## src/rtl/digit_overlay_vga.sv

```systemverilog
// Seven-segment digit overlay for a VGA pixel stream, fixed 2-cycle latency.
// Optional change highlight: define DIGIT_OVL_HIGHLIGHT_EN.
module digit_overlay_vga #(
    parameter int          X0        = 300,
    parameter int          Y0        = 200,
    parameter int          SEG_LEN   = 32,
    parameter int          SEG_W     = 6,
    parameter logic [23:0] FG_RGB    = 24'hFFFFFF,
    parameter logic [23:0] HL_RGB    = 24'hFF0000,
    parameter int          HL_FRAMES = 30
) (
    input  logic        i_clk,
    input  logic        i_reset,
    input  logic [3:0]  i_digit_in,
    input  logic        i_frame_start,
    input  logic [9:0]  i_hcount,
    input  logic [9:0]  i_vcount,
    input  logic        i_video_on,
    input  logic [23:0] i_rgb_in,
    output logic [23:0] o_rgb_out,
    output logic        o_video_on_out,
    output logic [3:0]  o_digit_latched
);

    localparam logic [10:0] S  = 11'(SEG_W);
    localparam logic [10:0] L  = 11'(SEG_LEN);
    localparam logic [10:0] XA = S;
    localparam logic [10:0] XB = S + L;
    localparam logic [10:0] XC = S + S + L;
    localparam logic [10:0] Y1 = S;
    localparam logic [10:0] Y2 = S + L;
    localparam logic [10:0] Y3 = S + S + L;
    localparam logic [10:0] Y4 = S + S + L + L;
    localparam logic [10:0] Y5 = S + S + S + L + L;

    logic [3:0]  r_digit_q;
    logic [10:0] r_rx;
    logic [10:0] r_ry;
    logic [6:0]  r_in_rng;
    logic [23:0] r_rgb_d;
    logic        r_vid_d;
    logic [23:0] r_rgb_out;
    logic        r_vid_out;

    logic [10:0] w_rx;
    logic [10:0] w_ry;
    logic        w_out;
    logic        w_col0;
    logic        w_colm;
    logic        w_col2;
    logic        w_row0;
    logic        w_rowu;
    logic        w_rowm;
    logic        w_rowl;
    logic        w_row2;
    logic [6:0]  w_in_rng;
    logic [6:0]  w_lit;
    logic        w_hit;
    logic [23:0] w_colour;

    // Digit shown for the whole frame; only sampled at the frame boundary.
    always_ff @(posedge i_clk) begin
        if (i_reset) begin
            r_digit_q <= 4'd0;
        end else if (i_frame_start) begin
            r_digit_q <= i_digit_in;
        end
    end

`ifdef DIGIT_OVL_HIGHLIGHT_EN
    logic [7:0] r_hl_cnt;

    // Frames left to show the highlight colour after a digit change.
    always_ff @(posedge i_clk) begin
        if (i_reset) begin
            r_hl_cnt <= 8'd0;
        end else if (i_frame_start) begin
            if (i_digit_in != r_digit_q) begin
                r_hl_cnt <= 8'(HL_FRAMES);
            end else if (r_hl_cnt != 8'd0) begin
                r_hl_cnt <= r_hl_cnt - 8'd1;
            end
        end
    end

    assign w_colour = (r_hl_cnt != 8'd0) ? HL_RGB : FG_RGB;
`else
    assign w_colour = FG_RGB;
`endif

    // Box-relative coordinates and per-segment range tests for this pixel.
    always_comb begin
        w_rx   = {1'b0, i_hcount} - 11'(X0);
        w_ry   = {1'b0, i_vcount} - 11'(Y0);
        w_out  = w_rx[10] | w_ry[10];
        w_col0 = (w_rx < XA);
        w_colm = (w_rx >= XA) && (w_rx < XB);
        w_col2 = (w_rx >= XB) && (w_rx < XC);
        w_row0 = (w_ry < Y1);
        w_rowu = (w_ry >= Y1) && (w_ry < Y2);
        w_rowm = (w_ry >= Y2) && (w_ry < Y3);
        w_rowl = (w_ry >= Y3) && (w_ry < Y4);
        w_row2 = (w_ry >= Y4) && (w_ry < Y5);
        w_in_rng    = 7'd0;
        w_in_rng[0] = !w_out && w_row0 && w_colm;
        w_in_rng[1] = !w_out && w_col2 && w_rowu;
        w_in_rng[2] = !w_out && w_col2 && w_rowl;
        w_in_rng[3] = !w_out && w_row2 && w_colm;
        w_in_rng[4] = !w_out && w_col0 && w_rowl;
        w_in_rng[5] = !w_out && w_col0 && w_rowu;
        w_in_rng[6] = !w_out && w_rowm && w_colm;
    end

    // Lit segments {g,f,e,d,c,b,a} for the latched digit; 10-15 blank.
    always_comb begin
        w_lit = 7'd0;
        case (r_digit_q)
            4'd0:    w_lit = 7'h3F;
            4'd1:    w_lit = 7'h06;
            4'd2:    w_lit = 7'h5B;
            4'd3:    w_lit = 7'h4F;
            4'd4:    w_lit = 7'h66;
            4'd5:    w_lit = 7'h6D;
            4'd6:    w_lit = 7'h7D;
            4'd7:    w_lit = 7'h07;
            4'd8:    w_lit = 7'h7F;
            4'd9:    w_lit = 7'h6F;
            default: w_lit = 7'h00;
        endcase
    end

    assign w_hit = |(r_in_rng & w_lit);

    // Stage 1: capture geometry results alongside the background pixel.
    always_ff @(posedge i_clk) begin
        if (i_reset) begin
            r_rx     <= 11'd0;
            r_ry     <= 11'd0;
            r_in_rng <= 7'd0;
            r_rgb_d  <= 24'd0;
            r_vid_d  <= 1'b0;
        end else begin
            r_rx     <= w_rx;
            r_ry     <= w_ry;
            r_in_rng <= w_in_rng;
            r_rgb_d  <= i_rgb_in;
            r_vid_d  <= i_video_on;
        end
    end

    // Stage 2: composite, forcing black outside the visible area.
    always_ff @(posedge i_clk) begin
        if (i_reset) begin
            r_rgb_out <= 24'd0;
            r_vid_out <= 1'b0;
        end else begin
            r_rgb_out <= !r_vid_d ? 24'd0 : (w_hit ? w_colour : r_rgb_d);
            r_vid_out <= r_vid_d;
        end
    end

    assign o_rgb_out       = r_rgb_out;
    assign o_video_on_out  = r_vid_out;
    assign o_digit_latched = r_digit_q;

    logic w_unused;
    assign w_unused = ^{r_rx, r_ry};

endmodule

```

## config.mk

```make
export PLATFORM = sky130hd
export DESIGN_NAME = digit_overlay_vga
export DESIGN_NICKNAME = d
export VERILOG_FILES = /design/src/rtl/digit_overlay_vga.sv
export SDC_FILE = /design/constraint.sdc
export NUM_CORES = 1
export LEC_CHECK = 0
export ABC_AREA = 1
export CAP_MARGIN = 10
export CORE_MARGIN = 2
export CORE_UTILIZATION = 40
export CTS_CLUSTER_SIZE = 40
export DETAILED_ROUTE_END_ITERATION = 10
export MAX_ROUTING_LAYER = met4
export PLACE_DENSITY = 0.69
export SYNTH_ARGS = -nofsm -noshare
export SYNTH_HDL_FRONTEND = slang
export SYNTH_SLANG_ARGS = --single-unit
```

## constraint.sdc

```tcl
create_clock -name i_clk -period 1.6 [get_ports i_clk]
set_clock_uncertainty 0.05 [all_clocks]
set_input_delay 0.16 -clock i_clk [delete_from_list [all_inputs] [get_ports i_clk]]
set_output_delay 0.16 -clock i_clk [all_outputs]
set_load 0.005 [all_outputs]
```

Word-level counts from Yosys, hierarchy flattened --
Memories as Yosys holds them, arrays and structs flattened. A register that Yosys moved wholly into a read port is not among the register bits. Index checks and enable logic that the tools add are counted.
Word-level totals: bits in registers 61, ROM bits 112, input bits 52, output and inout bits 29, logic and storage cells 50, memories kept 1
Memory list:
- (name not given) | words 16, width 7, read ports 1, clocked after memory_dff 1, wr ports 0, line 117 | case (r_digit_q)
Cells by class: $add $sub $neg 2, order comparisons 14, muxes and demuxes 3, bitwise logic cells 3, reductions and logical operators 21
Operators by type and width (count):
- $lt 11x6->1 const B | 4
- $ge 11x6->1 const B | 3
- $mux 24 | 1
- $ge 11x3->1 const B | 2
- $lt 11x3->1 const B | 2
- $lt 11x7->1 const B | 2
- $logic_and 1x1->1 | 18
- $ge 11x7->1 const B | 1
- $sub 10x8->11 const B | 1
- $sub 10x9->11 const B | 1
- $mux 4 | 2
- $and 7x7->7 | 1
- $reduce_or 7->1 | 1
- $reduce_or 2->1 | 1
- $logic_not 1->1 | 1
- $not 1->1 | 1
- $or 1x1->1 | 1

Longest topological paths before layout --
Gate-level depths: netlist (run 1).
word-level depth 5, depth in mapped cells 12, gate-level depth less buffers 12

Worst setup path before layout (run 1) --
No wires, ideal clock.
kind reg2reg, from register r_digit_q[1] (netlist: o_digit_latched[1]), to register, netlist name w_lit[0], setup time 0.060 ns, data arrival time 1.348 ns, required time 1.490 ns, slack 0.141 ns, cell stages (with the launch flop) 9, path buffers 0, period minus slack after synthesis 1.459 ns, path through dfxtp_1 > nor2_1 > nor3_2 > inv_1 > ha_1 > or2_1 > o21ai_1 > nand2_1 > nand2_1
Between the ends: longest elaborated chain between the ends 2
RTL lines:
- from (decl) | line 36 | logic [3:0] r_digit_q;
- from (signal assigned) | line 66 | r_digit_q <= i_digit_in;
- $mux 4 (no source line) (2 in a row)
Every way passes these cells. A chain may end at the register's enable or synchronous reset.

Final worst setup path (run 1) --
from input i_reset, to register, netlist name w_lit[5]
Between the ends: longest elaborated chain between the ends 1
RTL lines:
- from (decl) | line 13 | input logic i_reset,
- $mux 4 (no source line)
Every way passes these cells.

==> metrics.md, run 1 <==
| Metric | Value |
|---|---|
| Layout Area Growth over Synthesis | `45.31%` |
| Power Density | `921.9 mW/mm^2` |
| Number of clock sinks | `68` |
| Yosys reg bits | `68` |
| DR iter-0 viols | `74` |
| Reg clk slew, reported paths | `0.07 ns` |
| Number of global-route vias before repair | `2173` |
| Via count | `2445` |
| Dpl hpwl | `4.189 mm` |
| Grt ovf | `0` |
| All-Layer GR Usage | `14.90%` |
| Post-synthesis mux area share | `0%` |
| Remaining DRCs | `0` |
| Nets | `543` |
| Post-Synth Simple-Gate Area | `26.17%` |
| Initial Util | `41.77%` |
| Hold crit path type | `input port to flop` |
| Skew-Pair Late Insertion Delay | `0.34 ns` |
| Initial antenna violation count | `0` |
| DRT Wirelength | `5.602 mm` |
| Die X | `88.69 um` |
| Num ports | `81` |
| Clock Tree Buf Depth | `2` |
| VDD IR-drop max | `368.5 uV` |
| Setup violators final | `0` |
| Synth Area in Compound Gates | `7.632%` |
| Drt pass-1 iters | `4` |
| Final Hold Viols | `0` |
| Final Cell Area | `0.004169 mm^2` |
| Max-Cap Viols | `0` |
| Req. time, crit path | `1.78 ns` |
| CTS tree | `done` |
| First-pass GRT wire length | `8.859 mm` |
| XOR/XNOR share of the synthesized area | `0.3053%` |
| Hold Slack | `0.2105 ns` |
| Crit path arrival time | `1.64 ns` |
| Core area | `0.006869 mm^2` |
| Placed Area | `0.003895 mm^2` |
| Worst Setup Path Type | `input port to flop` |
| WL per Instance | `9.692 um` |
| Root Buffer | `clkbuf_8` |
| Diodes inserted | `0` |
| Final Cycle Share | `91.13%` |
| Input/output buffers | `80` |
| Die H | `88.69 um` |
| Worst Setup End Kind | `flop` |
| Non-Filler Instances | `578` |
| Main combinational cell family by area after synthesis | `simple AND/OR/NAND/NOR gates` |
| Synth Area in Adders | `6.106%` |
| Clock buffer count from CTS | `9` |
| Hold_buf cts | `0` |
| Max FO, Critical Path | `4` |
| Die area | `0.007866 mm^2` |
| P_leak | `2.143 nW` |
| Placer Congestion | `0.8088` |
| Post-Syn Instances | `375` |
| Setup TNS | `0 ns` |
| Fmax achieved | `685.8 MHz` |
| Syn Std Cell Area | `0.002869 mm^2` |
| Warnings, synthesis | `0` |
| Finished Core Util | `60.69%` |
| Slew headroom | `68.66%` |
| Slew at the pin with the worst max-slew slack | `0.4689 ns` |
| Post-synth cell types | `27` |
| Outcome | `finished, final reports clean` |
| Final ANT Viol Nets | `0` |
| Fraction of layout cells with a size suffix above 1 | `15.77%` |
| Tmin final | `1.458 ns` |
| H-tree levels | `3` |
| Sequential area share after synthesis | `47.45%` |
| Mapped Avg Cell Area | `7.651 um^2` |
| Placed insts | `562` |
| Setup crit start kind | `input port` |
| Site Rows | `30` |
| Flop-to-flop setup slack | `0.19 ns` |
| Fin. max-slew vios | `0` |
| Syn Nets | `441` |
| DR vias/cell | `4.230` |
| Largest net degree at the start of global routing | `26` |
-- cell usage in the layout (no fill, tap or decap), types with 8 or more instances in the layout --
cell type         n
nand2_1          53
buf_4            19
ha_1             13
nor2_2            8
o21ai_1          15
nor2_1           48
clkdlybuf4s50_1  76
o21ai_0          19
inv_1            75
nand2_2          11
clkbuf_8         10
dfxtp_1          68
nand3_1          19
-- per-stage QoR --
step	setup slack [ns]	total power, mW
detailed placement	-0.3907	2.342
finish	0.1419	3.843
global placement	-0.3594	2.332
CTS	0.08426	3.888
global route	-0.002604	4.022
floorplan	0.1412	2.079
-- kinds of logic (layout without fill, tap and decap cells) --
| group | Yosys count | in the layout |
|---|---|---|
| xor+xnor | 1 | 1 |
| flops | 68 | 68 |
| fa+ha+maj | 14 | 14 |
| simple gates | 159 | 159 |
| buf+inv | 91 | 198 |
| compound gates | 42 | 42 |
-- per-layer routing --
metal  routed length [um]  global-route usage [%]  vias to the layer above  part of all wire (%)
met2                 2550                   23.88                       66                    46
met5                    0                       -                        -                     0
met4                   68                   4.959                        0                   1.2
li1                     -                       -                     1335                     -
met3                  403                   4.944                        7                   7.2
met1                 2580                   17.58                     1037                    46
-- cell usage after synthesis --
master,n,area [um^2]
a21oi_1,5,25.02
a221oi_1,1,8.760
a22o_1,1,8.760
buf_2,6,30.03
clkbuf_1,2,7.510
clkinv_4,1,8.760
dfxtp_1,68,1361
ha_1,14,175.2
inv_1,76,285.3
inv_2,6,22.52
nand2_1,53,198.9
nand2_2,11,68.82
nand2_4,2,22.52
nand3_1,19,95.09
nand3_2,3,30.03
nand3b_1,3,22.52
nor2_1,49,183.9
nor2_2,8,50.05
nor3_1,6,30.03
nor3_2,2,20.02
nor3_4,1,16.27
o21ai_0,19,95.09
o21ai_1,15,75.07
o22ai_1,1,6.260
or2_1,1,6.260
or3_1,1,6.260
xor2_1,1,8.760
-- final cells by class --
class / count / area, um^2
clock buffers: 10 / 137.6
clock inverters: 6 / 87.58
fillers: 595 / 2700
inverters: 83 / 316.6
multi-input cells: 216 / 1192
flip-flops and latches: 68 / 1361
well taps: 96 / 120.1
repair buffers: 99 / 953.4
-- critical path: stages --
cell and delay (ns):
clkdlybuf4s50_1 0.54, nor3_2 0.27, inv_1 0.11, buf_4 0.15
ha_1 0.17, nand2_1 0.08, o21ai_1 0.06, nand2_1 0.05
nand2_1 0.04
-- power by group --
part | internal [mW] | switching, mW | total, mW | leakage, nW
Combinational | 0.272 | 0.247 | 0.519 | 1.47
Clock | 0.919 | 0.615 | 1.53 | 0.116
Sequential | 1.77 | 0.0213 | 1.79 | 0.559
Total | 2.96 | 0.884 | 3.84 | 2.14
-- registers in the layout, indices dropped and copies added (netlist names) --
signal and cells:
o_rgb_out 24, r_rgb_d 24, r_in_rng 7, w_lit 7, o_digit_latched 4, o_video_on_out 1, r_vid_d 1
-- final timing paths --
path              cells after the start                 end                from
hold reg to reg                       2        o_rgb_out[0]          r_rgb_d[0]
setup reg to reg                      9            w_lit[5]  o_digit_latched[1]
setup / recovery                      9            w_lit[5]             i_reset
hold / removal                        3  o_digit_latched[3]       i_frame_start
-- what timing repair did --
item                       in CTS  in global routing
buffers inserted                0                  0
pin swaps                       0                  4
gates resized for setup         2                 11
setup endpoints to repair       4                  9
No activity file was read; power rests on OpenSTA's default activity.
==> run 2, diff against run 1 <==
--- a/config.mk
+++ b/config.mk
@@ -7,12 +7,14 @@
 export LEC_CHECK = 0
 export ABC_AREA = 1
 export CAP_MARGIN = 10
+export CELL_PAD_IN_SITES_DETAIL_PLACEMENT = 0
+export CELL_PAD_IN_SITES_GLOBAL_PLACEMENT = 1
 export CORE_MARGIN = 2
-export CORE_UTILIZATION = 40
+export CORE_UTILIZATION = 34
 export CTS_CLUSTER_SIZE = 40
 export DETAILED_ROUTE_END_ITERATION = 10
 export MAX_ROUTING_LAYER = met4
-export PLACE_DENSITY = 0.69
+export PLACE_DENSITY_LB_ADDON = 0.1
 export SYNTH_ARGS = -nofsm -noshare
 export SYNTH_HDL_FRONTEND = slang
 export SYNTH_SLANG_ARGS = --single-unit
==> run 2 against run 1 <==
Compared with the run above: register-to-register slack is essentially flat; first-iteration DRC count fell by 26%; routed wire length is 1.9% higher; worst hold slack improved by 0.074 ns; final area grew 0.57%; via count rose by 1.3%; global-route usage fell by 1.2 points; combinational power is 2% higher.
==> metrics.md, run 2 (synthesis gave the netlist of run 1 again) <==
| Metric | Value |
|---|---|
| Setup violators final | `0` |
| Outcome | `finished, final reports clean` |
| Die X | `95.86 um` |
| H-tree levels | `3` |
| Met2 GRT Util | `23.08%` |
| Setup TNS | `0 ns` |
| Num ports | `81` |
| Worst Setup Path Type | `input port to flop` |
| Drt pass-1 iters | `4` |
| P_leak | `2.119 nW` |
| WL per Instance | `9.709 um` |
| Min-Delay Startpoint | `i_rgb_in[10]` |
| Worst setup margin | `0.1382 ns` |
| Largest net degree at the start of global routing | `31` |
| DR iter-0 viols | `55` |
| Final ANT Viol Nets | `0` |
| Number of clock sinks | `68` |
| Power Density | `909.9 mW/mm^2` |
| Met1 Resource Use GR | `15.27%` |
| Fin. max-slew vios | `0` |
| Input/output buffers | `80` |
| Commonest non-fill, non-tap cells in the layout | `clkdlybuf4s50_1, inv_1, dfxtp_1` |
| Root Buffer | `clkbuf_8` |
| Number of global-route vias before repair | `2276` |
| Nets | `545` |
| Max FO, Critical Path | `3` |
| First-pass GRT wire length | `9.473 mm` |
| Place WS | `-0.3307 ns` |
| Hold crit path type | `input port to flop` |
| Site Rows | `33` |
| Worst Setup SP | `i_vcount[3]` |
| Final Hold Viols | `0` |
| RSZ-0062 raised after global routing | `yes` |
| Placer Congestion | `0.7908` |
| Dpl hpwl | `4.267 mm` |
| Initial Util | `34.92%` |
| DRT Wirelength | `5.709 mm` |
| DR vias/cell | `4.213` |
| Remaining DRCs | `0` |
| Hold Slack | `0.2846 ns` |
| Skew-Pair Late Insertion Delay | `0.33 ns` |
| Top Usage Layer GRT | `met2` |
| Met3 usage | `4.620%` |
| R2R Path End | `w_lit[4]` |
| Layout Area Growth over Synthesis | `46.14%` |
| CTS tree | `done` |
| Crit path arrival time | `1.68 ns` |
| Clock buffer count from CTS | `9` |
| Non-Filler Instances | `588` |
| Fraction of layout cells with a size suffix above 1 | `16.36%` |
| Req. time, crit path | `1.82 ns` |
| Slew at the pin with the worst max-slew slack | `0.3443 ns` |
| Core area | `0.008217 mm^2` |
| All-Layer GR Usage | `13.67%` |
| Worst Setup End Kind | `flop` |
| Via count | `2477` |
| Reg clk slew, reported paths | `0.07 ns` |
| Worst r2r src | `o_digit_latched[0]` |
| Crit path to | `r_in_rng[6]` |
| Placed insts | `573` |
| Tmin final | `1.462 ns` |
| Fmax achieved | `684.1 MHz` |
| R2r worst-path depth | `6` |
| Final total power | `3.815 mW` |
| Slew headroom | `77.05%` |
| Clock Tree Buf Depth | `2` |
| Diodes inserted | `0` |
| Commonest non-fill, non-tap cell in the layout | `clkdlybuf4s50_1` |
| Die area | `0.009189 mm^2` |
| Initial antenna violation count | `0` |
| Max-Cap Viols | `0` |
| Grt ovf | `0` |
| Final Cycle Share | `91.36%` |
| Setup crit start kind | `input port` |
| Die H | `95.86 um` |
| Flop-to-flop setup slack | `0.19 ns` |
| VDD IR-drop max | `394.4 uV` |
## run 2: per-layer routing
layer,routed length (um),vias up
li1,-,1333
met1,2609,1086
met3,328,5
met2,2722,53
met5,0,-
met4,49,0
## run 2: where the power goes
| part | total, mW | internal (mW) | leakage, nW | switching (mW) |
|---|---|---|---|---|
| combinational | 0.528 | 0.278 | 1.47 | 0.250 |
| clock | 1.50 | 0.867 | 0.0936 | 0.630 |
| sequential | 1.79 | 1.77 | 0.559 | 0.0209 |
## run 2: final cells by class
cell class                      instances  area (um^2)
Clock buffer                            9        123.9
Tap cell                              105        131.4
Clock inverter                          6        90.09
Timing Repair Buffer                  101        975.9
Multi-Input combinational cell        216         1194
Inverter                               83        316.6
Fill cell                             832         4024
Sequential cell                        68         1361
## run 2: how the worst min path moves through the flow
stage	end	slack [ns]	cells after the start
6_report	r_rgb_d[10]	0.28	3
5_1_grt	r_rgb_d[10]	0.27	3
4_1_cts	r_rgb_d[19]	0.27	3
3_5_place_dp	o_rgb_out[2]	0.37	2
3_3_place_gp	o_rgb_out[20]	0.36	2
2_1_floorplan	r_rgb_d[0]	0.22	2
## run 2: timing repair
| item | CTS | global route |
|---|---|---|
| endpoints found under the setup margin | 0 | 12 |
| hold buffers | 0 | 0 |
| resized for setup | 0 | 13 |
| setup buffers | 0 | 0 |
## run 2: critical path: stages
cell             delay, ns
clkdlybuf4s50_1       0.49
inv_2                 0.05
buf_4                 0.14
ha_1                  0.19
nand2_1               0.05
nand2_1               0.09
a21oi_1               0.16
nand3_1               0.11
nor2_1                0.10
nand2_1               0.06
nor2_2                0.08
## run 2: metrics by stage
stage                     area, um^2  utilization [%]
after floorplan                 2869                -
after global placement          3934            47.88
after detailed placement        3934            47.88
after CTS                       4148            50.48
after global routing            4193            51.03
final                           4193            51.03
